$ cat config.mk
export PLATFORM = sky130hd
export DESIGN_NAME = digit_scan_module_flat
export DESIGN_NICKNAME = d
export VERILOG_FILES = /design/src/rtl/digit_scan_pkg.sv /design/src/rtl/digit_scan_if.sv /design/src/rtl/seg_decode_module.sv /design/src/rtl/digit_scan_module.sv /design/src/flat_wrapper.sv
export SDC_FILE = /design/constraint.sdc
export NUM_CORES = 1
export LEC_CHECK = 0
export BUFFER_PORTS_ARGS = -buffer_cell sky130_fd_sc_hd__buf_2
export CORE_MARGIN = 2
export CORE_UTILIZATION = 35
export DETAILED_ROUTE_END_ITERATION = 12
export PLACE_DENSITY = 0.53
export SLEW_MARGIN = 10
export SYNTH_ARGS = -nofsm -noshare
export SYNTH_HDL_FRONTEND = slang
export SYNTH_SLANG_ARGS = --single-unit
$ cat constraint.sdc
create_clock -name CLK -period 3.95 [get_ports CLK]
set_input_delay 0.1975 -clock CLK [delete_from_list [all_inputs] [get_ports CLK]]
set_output_delay 0.1975 -clock CLK [all_outputs]
set_load 0.05 [all_outputs]
$ cat src/rtl/digit_scan_pkg.sv
// Shared constants for the multiplexed 7-segment display stage:
// segment bit positions, the hex-to-segment table and the buffer entry type.
package digit_scan_pkg;

    localparam int unsigned NIBBLE_W = 4;
    localparam int unsigned SEG_W    = 8;

    localparam int unsigned SEG_A  = 0;
    localparam int unsigned SEG_B  = 1;
    localparam int unsigned SEG_C  = 2;
    localparam int unsigned SEG_D  = 3;
    localparam int unsigned SEG_E  = 4;
    localparam int unsigned SEG_F  = 5;
    localparam int unsigned SEG_G  = 6;
    localparam int unsigned DP_BIT = 7;

    localparam logic [SEG_W-1:0] SEG_ALL_OFF_AH = 8'h00;

    // Active-high {dp,g,f,e,d,c,b,a}; entry 0 is the least significant byte.
    localparam logic [15:0][SEG_W-1:0] HEX_SEG_TABLE = {
        8'h71, 8'h79, 8'h5E, 8'h39, 8'h7C, 8'h77, 8'h6F, 8'h7F,
        8'h07, 8'h7D, 8'h6D, 8'h66, 8'h4F, 8'h5B, 8'h06, 8'h3F
    };

    typedef struct packed {
        logic [NIBBLE_W-1:0] value;
        logic                valid;
    } digit_t;

    function automatic logic [SEG_W-1:0] hex_to_seg(input logic [NIBBLE_W-1:0] v);
        return HEX_SEG_TABLE[v];
    endfunction

endpackage

$ cat src/rtl/digit_scan_if.sv
// Number input strobes and scanned display outputs of the display stage.
interface digit_scan_if #(
    parameter int unsigned DIGITS = 4
);
    logic [3:0]        Number_Data;
    logic              Number_Valid;
    logic              Clear_Sig;
    logic [7:0]        Row_Scan_Sig;
    logic [DIGITS-1:0] Column_Scan_Sig;

    modport master (
        output Number_Data, Number_Valid, Clear_Sig,
        input  Row_Scan_Sig, Column_Scan_Sig
    );

    modport slave (
        input  Number_Data, Number_Valid, Clear_Sig,
        output Row_Scan_Sig, Column_Scan_Sig
    );
endinterface

$ cat src/rtl/seg_decode_module.sv
// Combinational hex-to-7-segment decode, active-high; blank forces all segments off.
module seg_decode_module
    import digit_scan_pkg::*;
(
    input  logic [NIBBLE_W-1:0] value,
    input  logic                blank,
    output logic [SEG_W-1:0]    seg_c
);

    always_comb begin
        seg_c = SEG_ALL_OFF_AH;
        if (!blank) begin
            seg_c = hex_to_seg(value);
        end
        seg_c[DP_BIT] = 1'b0;
    end

endmodule

$ cat src/rtl/digit_scan_module.sv
// Display stage: keeps the last DIGITS received nibbles and scans them onto a
// multiplexed 7-segment display, one digit slot per SCAN_DIV clocks.
module digit_scan_module
    import digit_scan_pkg::*;
#(
    parameter int unsigned DIGITS      = 4,
    parameter int unsigned SCAN_DIV    = 50000,
    parameter bit          SEG_ACT_LOW = 1'b1,
    parameter bit          COL_ACT_LOW = 1'b1
) (
    input  logic         CLK,
    input  logic         RSTn,
    digit_scan_if.slave  bus
);

    localparam int unsigned CNT_W = (SCAN_DIV > 2) ? $clog2(SCAN_DIV) : 1;
    localparam int unsigned IDX_W = (DIGITS > 1) ? $clog2(DIGITS) : 1;

    localparam logic [SEG_W-1:0]  SEG_OFF = SEG_ACT_LOW ? 8'hFF : SEG_ALL_OFF_AH;
    localparam logic [DIGITS-1:0] COL_OFF = COL_ACT_LOW ? {DIGITS{1'b1}} : {DIGITS{1'b0}};

    digit_t [DIGITS-1:0] digits;
    logic [CNT_W-1:0]    scan_cnt;
    logic [IDX_W-1:0]    idx;
    logic                started;
    logic                slot_start;
    logic                col_on;
    logic [SEG_W-1:0]    row_q;
    logic [DIGITS-1:0]   col_q;

    logic                tc_c;
    digit_t              cur_c;
    logic [SEG_W-1:0]    seg_c;
    logic [SEG_W-1:0]    seg_pol_c;
    logic [DIGITS-1:0]   col_sel_c;
    logic [DIGITS-1:0]   col_pol_c;

    // Nibble shift buffer; clear takes priority over a simultaneous number.
    always_ff @(posedge CLK) begin
        if (!RSTn) begin
            digits <= '0;
        end else if (bus.Clear_Sig) begin
            digits <= '0;
        end else if (bus.Number_Valid) begin
            for (int i = DIGITS - 1; i >= 1; i--) begin
                digits[i] <= digits[i-1];
            end
            digits[0].value <= bus.Number_Data;
            digits[0].valid <= 1'b1;
        end
    end

    assign tc_c = (scan_cnt == CNT_W'(SCAN_DIV - 1));

    // Time base; the first terminal count only arms the scan so digit 0 shows first.
    always_ff @(posedge CLK) begin
        if (!RSTn) begin
            scan_cnt   <= '0;
            idx        <= '0;
            started    <= 1'b0;
            slot_start <= 1'b0;
        end else begin
            slot_start <= tc_c;
            if (tc_c) begin
                scan_cnt <= '0;
                started  <= 1'b1;
                if (started) begin
                    idx <= (idx == IDX_W'(DIGITS - 1)) ? '0 : idx + IDX_W'(1);
                end
            end else begin
                scan_cnt <= scan_cnt + CNT_W'(1);
            end
        end
    end

    assign cur_c = digits[idx];

    seg_decode_module u_seg_decode (
        .value (cur_c.value),
        .blank (!cur_c.valid),
        .seg_c (seg_c)
    );

    assign seg_pol_c = SEG_ACT_LOW ? ~seg_c : seg_c;
    assign col_sel_c = DIGITS'(1) << idx;
    assign col_pol_c = COL_ACT_LOW ? ~col_sel_c : col_sel_c;

    // Column and segments load together at a slot start; segments track the buffer in between.
    always_ff @(posedge CLK) begin
        if (!RSTn) begin
            row_q  <= SEG_OFF;
            col_q  <= COL_OFF;
            col_on <= 1'b0;
        end else if (slot_start) begin
            row_q  <= seg_pol_c;
            col_q  <= col_pol_c;
            col_on <= 1'b1;
        end else if (col_on) begin
            row_q  <= seg_pol_c;
        end
    end

    assign bus.Row_Scan_Sig    = row_q;
    assign bus.Column_Scan_Sig = col_q;

endmodule
$ cat src/flat_wrapper.sv
// flat-port wrapper written by rule: the top's interface ports become plain ports
module digit_scan_module_flat import digit_scan_pkg::*;
#(
    parameter int unsigned DIGITS      = 4,
    parameter int unsigned SCAN_DIV    = 50000,
    parameter bit          SEG_ACT_LOW = 1'b1,
    parameter bit          COL_ACT_LOW = 1'b1
)
  (CLK, RSTn, bus_Number_Data, bus_Number_Valid, bus_Clear_Sig, bus_Row_Scan_Sig, bus_Column_Scan_Sig);
  digit_scan_if #(.DIGITS(DIGITS)) bus_i ();
  input  logic CLK;
  input  logic RSTn;
  input wire logic [$bits(bus_i.Number_Data)-1:0] bus_Number_Data;
  input wire logic [$bits(bus_i.Number_Valid)-1:0] bus_Number_Valid;
  input wire logic [$bits(bus_i.Clear_Sig)-1:0] bus_Clear_Sig;
  output wire logic [$bits(bus_i.Row_Scan_Sig)-1:0] bus_Row_Scan_Sig;
  output wire logic [$bits(bus_i.Column_Scan_Sig)-1:0] bus_Column_Scan_Sig;
  assign bus_i.Number_Data = bus_Number_Data;
  assign bus_i.Number_Valid = bus_Number_Valid;
  assign bus_i.Clear_Sig = bus_Clear_Sig;
  assign bus_Row_Scan_Sig = bus_i.Row_Scan_Sig;
  assign bus_Column_Scan_Sig = bus_i.Column_Scan_Sig;
  digit_scan_module #(.DIGITS(DIGITS), .SCAN_DIV(SCAN_DIV), .SEG_ACT_LOW(SEG_ACT_LOW), .COL_ACT_LOW(COL_ACT_LOW)) u_core (.CLK(CLK), .RSTn(RSTn), .bus(bus_i));
endmodule
==> impl_metrics.ini, run 1 <==
[clocking]
htreeDepth = 2
cts_root_buf = clkbuf_8
cts_tree = done
numCtsBuffers = 5
cts_buffer_depth = 2
clock_sinks = 52
post_cts_buffers = 0
cts_hold_buffers = 0
clock_latency_ns = 0.30
cts_resized = 0
cts.clk_slew.worst_paths_ns = 0.09

[critical_path]
path_class = flop to flop
arrival_ns = 2.64
cp-end-kind = flop
crit_chain = mux4_2 > inv_1 > ha_1 > mux2i_1 > a2111o_1 > o21ai_1
critPathTopFamily = flip-flops
critical_path_buf_inv_count = 1
rrSetupSlack_ns = 1.55
critPathMaxFanout = 17
startpoint_type = flop
r2r_cells = 6
worstSetupPathDepth = 6
cp_slowest_stage_delay_ns = 0.77
slowest_stage = dfxtp_1
reg2reg_to = u_core.bus.Row_Scan_Sig[0]$_SDFFE_PN1P_
r2r-start = u_core.idx[0]$_SDFFE_PN0P_
crit_required_ns = 4.19

[layout]
seqCellArea_sq_mm = 0.00104
nets = 286
final_core_util_pct = 39.6
area_delta_synth_final_pct = 8.16
fill_cells = 726
diodes = 0
drive_above_1_share_pct = 12.7
multi_input_area_sq_mm = 0.00134

[detailed_routing]
drtIter0Drc = 52
via_per_inst = 4.78
drt-total-wl_mm = 4.39
ant_nets = 0
drt-pass1-iter-count = 4
post_drt_wl_per_cell_um = 12.1
num_vias = 1736
drc = 0

[sta]
finClkSkew_ns = 0.00983
tightest_slew_ns = 0.724
setup_slack_ns = 1.55
maxSlewViolCount = 0
hold_slack_ns = 0.130
hold_viol_final = 0
max_freq_ghz = 0.417
final.setup.tns_ns = 0
period_needed_ns = 2.40
setup_viol = 0
slew_headroom_pct = 51.7
finalCritPeriodShare_pct = 60.8
rsz0062_at_grt = false

[floorplan]
die_h_um = 88.8
core_sq_mm = 0.00687
placementRows = 30
num_io_pins = 20
start_util_pct = 36.6
dieArea_sq_mm = 0.00788
die_width_um = 88.8

[global_routing]
track_usage_pct = 12.0
grt_max_degree = 21
use_met1_pct = 17.7
antenna_found_initial = 0
grt_pass1_vias = 1553
met2_usage_pct = 16.7
busiest_layer = met1
grt-ovfl-total = 0
use_met3_pct = 2.80
grt_pass1_wl_mm = 7.40

[hold_path]
hp-start = bus_Number_Data[0]
hold_depth = 3
hp-class = primary input to flop
hold_end = u_core.digits[1]$_SDFFE_PP0P_

[outcome]
status = completed

[yosys]
synthesis.instances = 259
synth-seq-cells = 52
ys.flop_type = dfxtp_1
synth_warnings = 0
synth_area_sq_mm = 0.00251
synth_edf_count = 0
syn_area_per_cell_sq_um = 9.71
synth_fp_nets = 278
synth_cell_type_count = 42
seq_area_frac_synth_pct = 41.4
async_reset_ff_share_pct = 0

[power_and_ir_drop]
powerDensity_mw_per_mm2 = 328
leakage_uw = 0.00103
vdd_ir_drop_max_mv = 0.131

[placement]
hpwl_mm = 3.06
portBuffers = 18
pre_cts_slack_ns = 1.56
gp_congestion = 0.709

[run]
drv_cap = 0
==> how the worst max path moves through the flow <==
| stage | start | endpoint | slack (ns) |
|---|---|---|---|
| after floorplan | u_core.idx[1]$_SDFFE_PN0P_ | u_core.bus.Row_Scan_Sig[0]$_SDFFE_PN1P_ | 1.89 |
| after global placement | u_core.idx[0]$_SDFFE_PN0P_ | u_core.bus.Row_Scan_Sig[0]$_SDFFE_PN1P_ | 1.65 |
| after detailed placement | u_core.idx[1]$_SDFFE_PN0P_ | u_core.bus.Row_Scan_Sig[0]$_SDFFE_PN1P_ | 1.56 |
| after CTS | u_core.idx[1]$_SDFFE_PN0P_ | u_core.bus.Row_Scan_Sig[0]$_SDFFE_PN1P_ | 1.56 |
| after global routing | u_core.idx[0]$_SDFFE_PN0P_ | u_core.bus.Row_Scan_Sig[0]$_SDFFE_PN1P_ | 1.39 |
| final | u_core.idx[0]$_SDFFE_PN0P_ | u_core.bus.Row_Scan_Sig[0]$_SDFFE_PN1P_ | 1.55 |
==> kinds of logic (layout without fill, tap and decap cells) <==
| group | Yosys count | in the layout | synth area share (%) |
|---|---|---|---|
| AOI/OAI and AO/OA | 30 | 30 | 7.76 |
| xor gates and xnor gates | 14 | 14 | 4.88 |
| adders and majority gates | 11 | 11 | 5.47 |
| buffers and inverters | 26 | 34 | 5.17 |
| DFF | 52 | 52 | 41.4 |
| muxes | 34 | 34 | 16.9 |
| other | 1 | 1 | 0.149 |
| and+or+nand+nor | 91 | 91 | 18.3 |
==> power by group <==
| part | internal, uW | switching [uW] |
|---|---|---|
| registers | 529 | 4.96 |
| logic | 20.4 | 28.6 |
| clock network | 140 | 168 |
==> sequential cells by signal, indices dropped and copies added (netlist names) <==
signal,flops
u_core.bus.Row_Scan_Sig,7
u_core.slot_start,1
u_core.started,1
u_core.idx,2
u_core.digits,20
u_core.scan_cnt,16
u_core.bus.Column_Scan_Sig,4
u_core.col_on,1
==> worst reg2reg max path, stage by stage (launching register included) <==
cell,delay [ns]
dfxtp_1,0.77
mux4_2,0.48
inv_1,0.13
ha_1,0.31
mux2i_1,0.12
a2111o_1,0.42
o21ai_1,0.12
==> routing by layer <==
| layer | vias to the layer above | share of wire (%) |
|---|---|---|
| met1 | 793 | 57 |
| met4 | 0 | 1.3 |
| li1 | 914 | - |
| met2 | 25 | 39 |
| met5 | - | 0 |
| met3 | 4 | 3.0 |
==> metrics by stage <==
stage / area, sq um / cells / power, uW
detailed placement: 2630 / 356 / 596
finish: 2720 / 363 / 891
global route: 2720 / 363 / 938
floorplan: 2510 / 259 / 586
global placement: 2630 / 356 / 595
CTS: 2720 / 363 / 907
==> synthesized netlist by cell type (2+ instances only) <==
library cell	count	area [sq um]
dfxtp_1	52	1040
nor2_1	38	143
mux2i_1	27	270
nand2_1	14	52.6
xor2_1	12	105
ha_1	11	138
a21oi_1	9	45.0
inv_1	9	33.8
o21ai_0	9	45.0
clkbuf_1	7	26.3
nand3_1	6	30.0
and3_1	5	31.3
buf_2	5	25.0
nand4_1	5	31.3
and4_1	3	26.3
buf_6	3	33.8
mux4_2	3	67.6
o22a_1	3	26.3
o32a_1	3	30.0
or3_1	3	18.8
or3b_2	3	26.3
a211oi_1	2	15.0
mux4_1	2	52.6
nand2b_1	2	12.5
nand3b_1	2	15.0
nor4_1	2	12.5
nor4b_1	2	17.5
or2_0	2	12.5
xnor2_1	2	17.5
==> final cells by class <==
type                            count  area share (%)
Multi-Input combinational cell    181            49.4
Sequential cell                    52            38.3
Tap cell                           96            4.42
Timing Repair Buffer               18            3.31
Clock buffer                        6            3.04
Inverter                            9            1.24
Clock inverter                      1           0.322
==> cell usage in the layout, fill, tap and decap left out, types with 3 or more instances in the layout <==
| master | count |
|---|---|
| o22a_1 | 3 |
| ha_1 | 11 |
| mux2i_1 | 27 |
| nand3_1 | 6 |
| clkbuf_8 | 6 |
| or3b_2 | 3 |
| nand2_1 | 14 |
| nor2_1 | 38 |
| inv_1 | 9 |
| o32a_1 | 3 |
| or3_1 | 3 |
| dfxtp_1 | 52 |
| a21oi_1 | 9 |
| nand4_1 | 5 |
| and3_1 | 5 |
| xor2_1 | 12 |
| mux4_2 | 3 |
| o21ai_0 | 9 |
| buf_2 | 18 |
| and4_1 | 3 |
(Power assumes the default switching activity.)
==> run 2: changes to the inputs <==
--- a/config.mk
+++ b/config.mk
@@ -9,7 +9,7 @@
 export CORE_MARGIN = 2
 export CORE_UTILIZATION = 35
 export DETAILED_ROUTE_END_ITERATION = 12
-export PLACE_DENSITY = 0.53
+export PLACE_DENSITY = 0.55
 export SLEW_MARGIN = 10
 export SYNTH_ARGS = -nofsm -noshare
 export SYNTH_HDL_FRONTEND = slang
==> constraint.sdc (replaced) <==
create_clock -name CLK -period 2.1 [get_ports CLK]
set_input_delay 0.105 -clock CLK [delete_from_list [all_inputs] [get_ports CLK]]
set_output_delay 0.105 -clock CLK [all_outputs]
set_load 0.05 [all_outputs]
==> run 2 against run 1 <==
Cell count up 2.5%. Register-to-register slack worse by 1.4 ns. Maximum frequency grew 21%. Die area unchanged. Non-clock buffer count rose by 8. Sequential share of layout area down 1.4 points. Via count up 3.2%. Total power rose by 110%. Critical path depth unchanged. Routed wire length rose by 5.3%. Critical path type unchanged. Largest power group unchanged.
==> impl_metrics.ini, run 2 (same netlist as run 1, synthesis figures left out) <==
[sta]
slew_headroom_pct = 50.7
setup_slack_ns = 0.111
setup_viol = 0
hold_viol_final = 0
max_freq_ghz = 0.503
final.setup.tns_ns = 0
finalCritPeriodShare_pct = 94.7
finClkSkew_ns = 0.00499
rsz0062_at_grt = false
period_needed_ns = 1.99
maxSlewViolCount = 0
tightest_slew_ns = 0.739

[critical_path]
critPathTopFamily = compound AO/OA/AOI/OAI gates
critical_path_buf_inv_count = 1
slowest_stage = mux4_2
critPathMaxFanout = 5
cp-end-kind = flop
crit_required_ns = 2.29
crit_chain = mux4_2 > buf_4 > ha_1 > a211oi_1 > a311o_1 > o21ai_1
arrival_ns = 2.18
startpoint_type = flop
path_class = flop to flop
cp_slowest_stage_delay_ns = 0.52

[floorplan]
die_width_um = 88.8
placementRows = 30
core_sq_mm = 0.00687
dieArea_sq_mm = 0.00788
die_h_um = 88.8
num_io_pins = 20
start_util_pct = 36.6

[detailed_routing]
drt-pass1-iter-count = 4
drt-total-wl_mm = 4.62
drc = 0
num_vias = 1792
post_drt_wl_per_cell_um = 12.4
drtIter0Drc = 50
via_per_inst = 4.82
ant_nets = 0

[layout]
top_register = u_core.digits
diodes = 0
fill_cells = 687
final_cell_mix = 51 x dfxtp_1, 38 x nor2_1, 27 x mux2i_1
drive_above_1_share_pct = 16.7
area_delta_synth_final_pct = 12.3
largest_register_ffs = 20
finalNonFillerCells = 372
layout_commonest_cell = dfxtp_1
nets = 294
final_core_util_pct = 41.1

[clocking]
cts_root_buf = clkbuf_8
htreeDepth = 2
cts_tree = done
numCtsBuffers = 5
clock_latency_ns = 0.30
clock_sinks = 52
cts.clk_slew.worst_paths_ns = 0.09
cts_buffer_depth = 2
cts_hold_buffers = 0

[power_and_ir_drop]
leakage_uw = 0.00109
powerDensity_mw_per_mm2 = 652
vdd_ir_drop_max_mv = 0.235

[placement]
gp_congestion = 0.848
portBuffers = 18
dp_cells = 364
pre_cts_slack_ns = 0.0258
hpwl_mm = 3.32

[global_routing]
use_met3_pct = 2.89
track_usage_pct = 12.8
use_met1_pct = 18.4
met2_usage_pct = 18.2
grt_max_degree = 21
grt_pass1_wl_mm = 7.86
busiest_layer = met1
grt_pass1_vias = 1600
antenna_found_initial = 0
grt-ovfl-total = 0

[run]
drv_cap = 0

[hold_path]
hp-class = primary input to flop

[outcome]
status = completed
==> run 2: final timing paths <==
path / cells past startpoint / end / slack [ns] / start
hold / removal: 3 / u_core.digits[4]$_SDFFE_PP0P_ / 0.04 / bus_Number_Data[3]
hold reg to reg: 1 / u_core.scan_cnt[0]$_SDFF_PP0_ / 0.47 / u_core.scan_cnt[0]$_SDFF_PP0_
setup / recovery: 6 / u_core.bus.Row_Scan_Sig[0]$_SDFFE_PN1P_ / 0.11 / u_core.idx[1]$_SDFFE_PN0P_
setup reg to reg: 6 / u_core.bus.Row_Scan_Sig[0]$_SDFFE_PN1P_ / 0.11 / u_core.idx[1]$_SDFFE_PN0P_
==> run 2: routing by layer <==
metal / routed length (um) / vias to the layer above
met3: 181 / 9
met4: 106 / 0
li1: - / 933
met1: 2440 / 817
met5: 0 / -
met2: 1890 / 33
==> run 2: cell type report <==
| type | count | area, sq um | area share (%) |
|---|---|---|---|
| sequential | 52 | 1040 | 36.9 |
| clock inverter | 1 | 30.0 | 1.06 |
| multi-input combinational | 181 | 1350 | 47.9 |
| tap | 96 | 120 | 4.25 |
| inverter | 9 | 33.8 | 1.20 |
| timing repair buffer | 26 | 150 | 5.31 |
| clock buffer | 7 | 96.3 | 3.41 |
==> run 2: repair_timing <==
item                                    CTS  global route
buffers inserted                          0             0
endpoints found under the setup margin    0             4
gates resized for setup                   0             4
==> run 2: stage by stage <==
stage | hold slack [ns] | power (uW) | cell area, sq um
5_1_grt | 0.0380 | 1920 | 2830
4_1_cts | 0.0288 | 1860 | 2820
2_1_floorplan | 0.253 | 1100 | 2510
6_report | 0.0384 | 1840 | 2830
3_3_place_gp | 0.339 | 1120 | 2690
3_5_place_dp | 0.347 | 1120 | 2690
==> run 2: report_power, final <==
group | internal [uW] | switching (uW) | leakage, uW
Combinational | 41.9 | 55.8 | 0.000602
Sequential | 995 | 8.76 | 0.000421
Clock | 421 | 320 | 0.0000645
Total | 1460 | 384 | 0.00109
==> run 2: worst min-delay path, delay by kind of cell <==
family,cells,cell delay [ns]
buffers and inverters,1,0.07
AND/OR/NAND/NOR,1,0.07
multiplexers,1,0.05
==> run 3: changes to the inputs <==
--- a/config.mk
+++ b/config.mk
@@ -9,7 +9,7 @@
 export CORE_MARGIN = 2
 export CORE_UTILIZATION = 35
 export DETAILED_ROUTE_END_ITERATION = 12
-export PLACE_DENSITY = 0.55
+export PLACE_DENSITY = 0.53
 export SLEW_MARGIN = 10
 export SYNTH_ARGS = -nofsm -noshare
 export SYNTH_HDL_FRONTEND = slang
==> constraint.sdc (replaced) <==
create_clock -name CLK -period 2.15 [get_ports CLK]
set_input_delay 0.1075 -clock CLK [delete_from_list [all_inputs] [get_ports CLK]]
set_output_delay 0.1075 -clock CLK [all_outputs]
set_load 0.05 [all_outputs]
==> run 3 against run 2 <==
Routed wire length fell by 1.5%. Clock-buffer cell count down 1. Maximum frequency up 1.1%. Sequential power about the same. Core utilization fell by 0.58 points. Critical path depth unchanged. Worst hold slack got worse by 0.0020 ns. Largest cell class unchanged.
==> impl_metrics.ini, run 3 (same netlist as run 1, synthesis figures left out) <==
[outcome]
status = completed

[detailed_routing]
via_per_inst = 4.72
wl_met3_um = 144
drt-total-wl_mm = 4.55
drtIter0Drc = 54
drc = 0
drt-pass1-iter-count = 4
num_vias = 1754
ant_nets = 0
wl_met2_mm = 1.86
dr.max_layer_used = met4
post_drt_wl_per_cell_um = 12.2
wl_met1_mm = 2.47

[critical_path]
r2r-start = u_core.idx[1]$_SDFFE_PN0P_
cp_slowest_stage_delay_ns = 0.51
path_class = flop to flop
arrival_ns = 2.21
setup.worst_path.start = u_core.idx[1]$_SDFFE_PN0P_
critPathTopFamily = multiplexers
crit_chain = mux4_2 > inv_1 > ha_2 > mux2i_1 > a2111o_1 > o21ai_1
cp-end-kind = flop
critical_path_buf_inv_count = 1
critPathMaxFanout = 8
crit_required_ns = 2.40
startpoint_type = flop
slowest_stage = mux4_2

[clocking]
cts_buffer_depth = 2
clock_latency_ns = 0.30
cts_hold_buffers = 0
cts_tree = done
htreeDepth = 2
cts.clk_slew.worst_paths_ns = 0.10
numCtsBuffers = 5
post_cts_buffers = 0
cts_root_buf = clkbuf_8
clock_sinks = 52

[sta]
final.setup.tns_ns = 0
slew_headroom_pct = 50.2
maxSlewViolCount = 0
finClkSkew_ns = 0.00885
period_needed_ns = 1.97
hold_viol_final = 0
tightest_slew_ns = 0.747
finalCritPeriodShare_pct = 91.5
setup_viol = 0
max_freq_ghz = 0.508
rsz0062_at_grt = false

[placement]
gp_congestion = 0.811
hpwl_mm = 3.27
portBuffers = 18
place_area_sq_mm = 0.00269

[global_routing]
grt_max_degree = 21
track_usage_pct = 12.5
grt_pass1_wl_mm = 7.82
antenna_found_initial = 0
grt-ovfl-total = 0
grt_pass1_vias = 1671

[power_and_ir_drop]
vdd_ir_drop_max_mv = 0.224
leakage_uw = 0.00107
powerDensity_mw_per_mm2 = 596
total_power_uw = 1660

[floorplan]
core_sq_mm = 0.00687
start_util_pct = 36.6
die_width_um = 88.8
die_h_um = 88.8
placementRows = 30
dieArea_sq_mm = 0.00788
num_io_pins = 20

[layout]
final_cell_mix = 51 x dfxtp_1, 38 x nor2_1, 27 x mux2i_1
largest_register_ffs = 20
layout_commonest_cell = dfxtp_1
fin_area_sq_mm = 0.00279
area_delta_synth_final_pct = 10.7
diodes = 0
multi_input_area_sq_mm = 0.00134
fill_cells = 695
nets = 294
seqCellArea_sq_mm = 0.00104
top_register = u_core.digits
drive_above_1_share_pct = 16.7

[run]
drv_cap = 0

[hold_path]
hp-start = bus_Number_Data[3]
hp-class = primary input to flop
==> run 3: power by group <==
part           switching, uW  internal, uW  total [uW]
Sequential              9.10           972         981
Combinational           52.9          40.7        93.6
Clock                    321           264         585
Total                    383          1280        1660
==> run 3: stage by stage <==
stage / hold slack (ns) / worst slack, ns / util [%] / std cells
6_report: 0.0363 / 0.183 / 40.5 / 372
5_1_grt: 0.0547 / 0.0506 / 40.5 / 372
4_1_cts: 0.0313 / 0.0501 / 40.5 / 372
3_5_place_dp: 0.349 / 0.0590 / 39.1 / 364
3_3_place_gp: 0.340 / 0.0893 / 39.1 / 364
2_1_floorplan: 0.255 / 0.0947 / - / 259
==> run 3: path summary, 6_finish.rpt <==
| kind | end | depth (start not counted) | slack (ns) |
|---|---|---|---|
| setup reg to reg | u_core.bus.Row_Scan_Sig[0]$_SDFFE_PN1P_ | 6 | 0.18 |
| hold reg to reg | u_core.bus.Row_Scan_Sig[6]$_SDFFE_PN1P_ | 1 | 0.47 |
| hold / removal | u_core.digits[4]$_SDFFE_PP0P_ | 3 | 0.04 |
| setup / recovery | u_core.bus.Row_Scan_Sig[0]$_SDFFE_PN1P_ | 6 | 0.18 |
==> run 3: per-layer routing <==
metal	vias up	global-route usage [%]
li1	928	-
met1	794	17.4
met2	25	18.3
met3	7	3.36
met4	0	5.23
met5	-	0
==> run 3: what timing repair did <==
action                     4_1_cts  5_1_grt
hold endpoints to repair         0        0
setup endpoints to repair        0        3
gates resized for setup          0        3
==> run 3: layout make-up <==
type	count	share of cell area [%]
inverters	9	1.21
well taps	96	4.31
multi-input cells	181	48.2
clock inverters	2	0.494
repair buffers	26	5.39
flip-flops and latches	52	37.4
clock buffers	6	2.96
==> run 3: worst min-delay path, cell delays in order <==
cell     delay [ns]
buf_2          0.07
mux2i_1        0.05
nor2_1         0.07
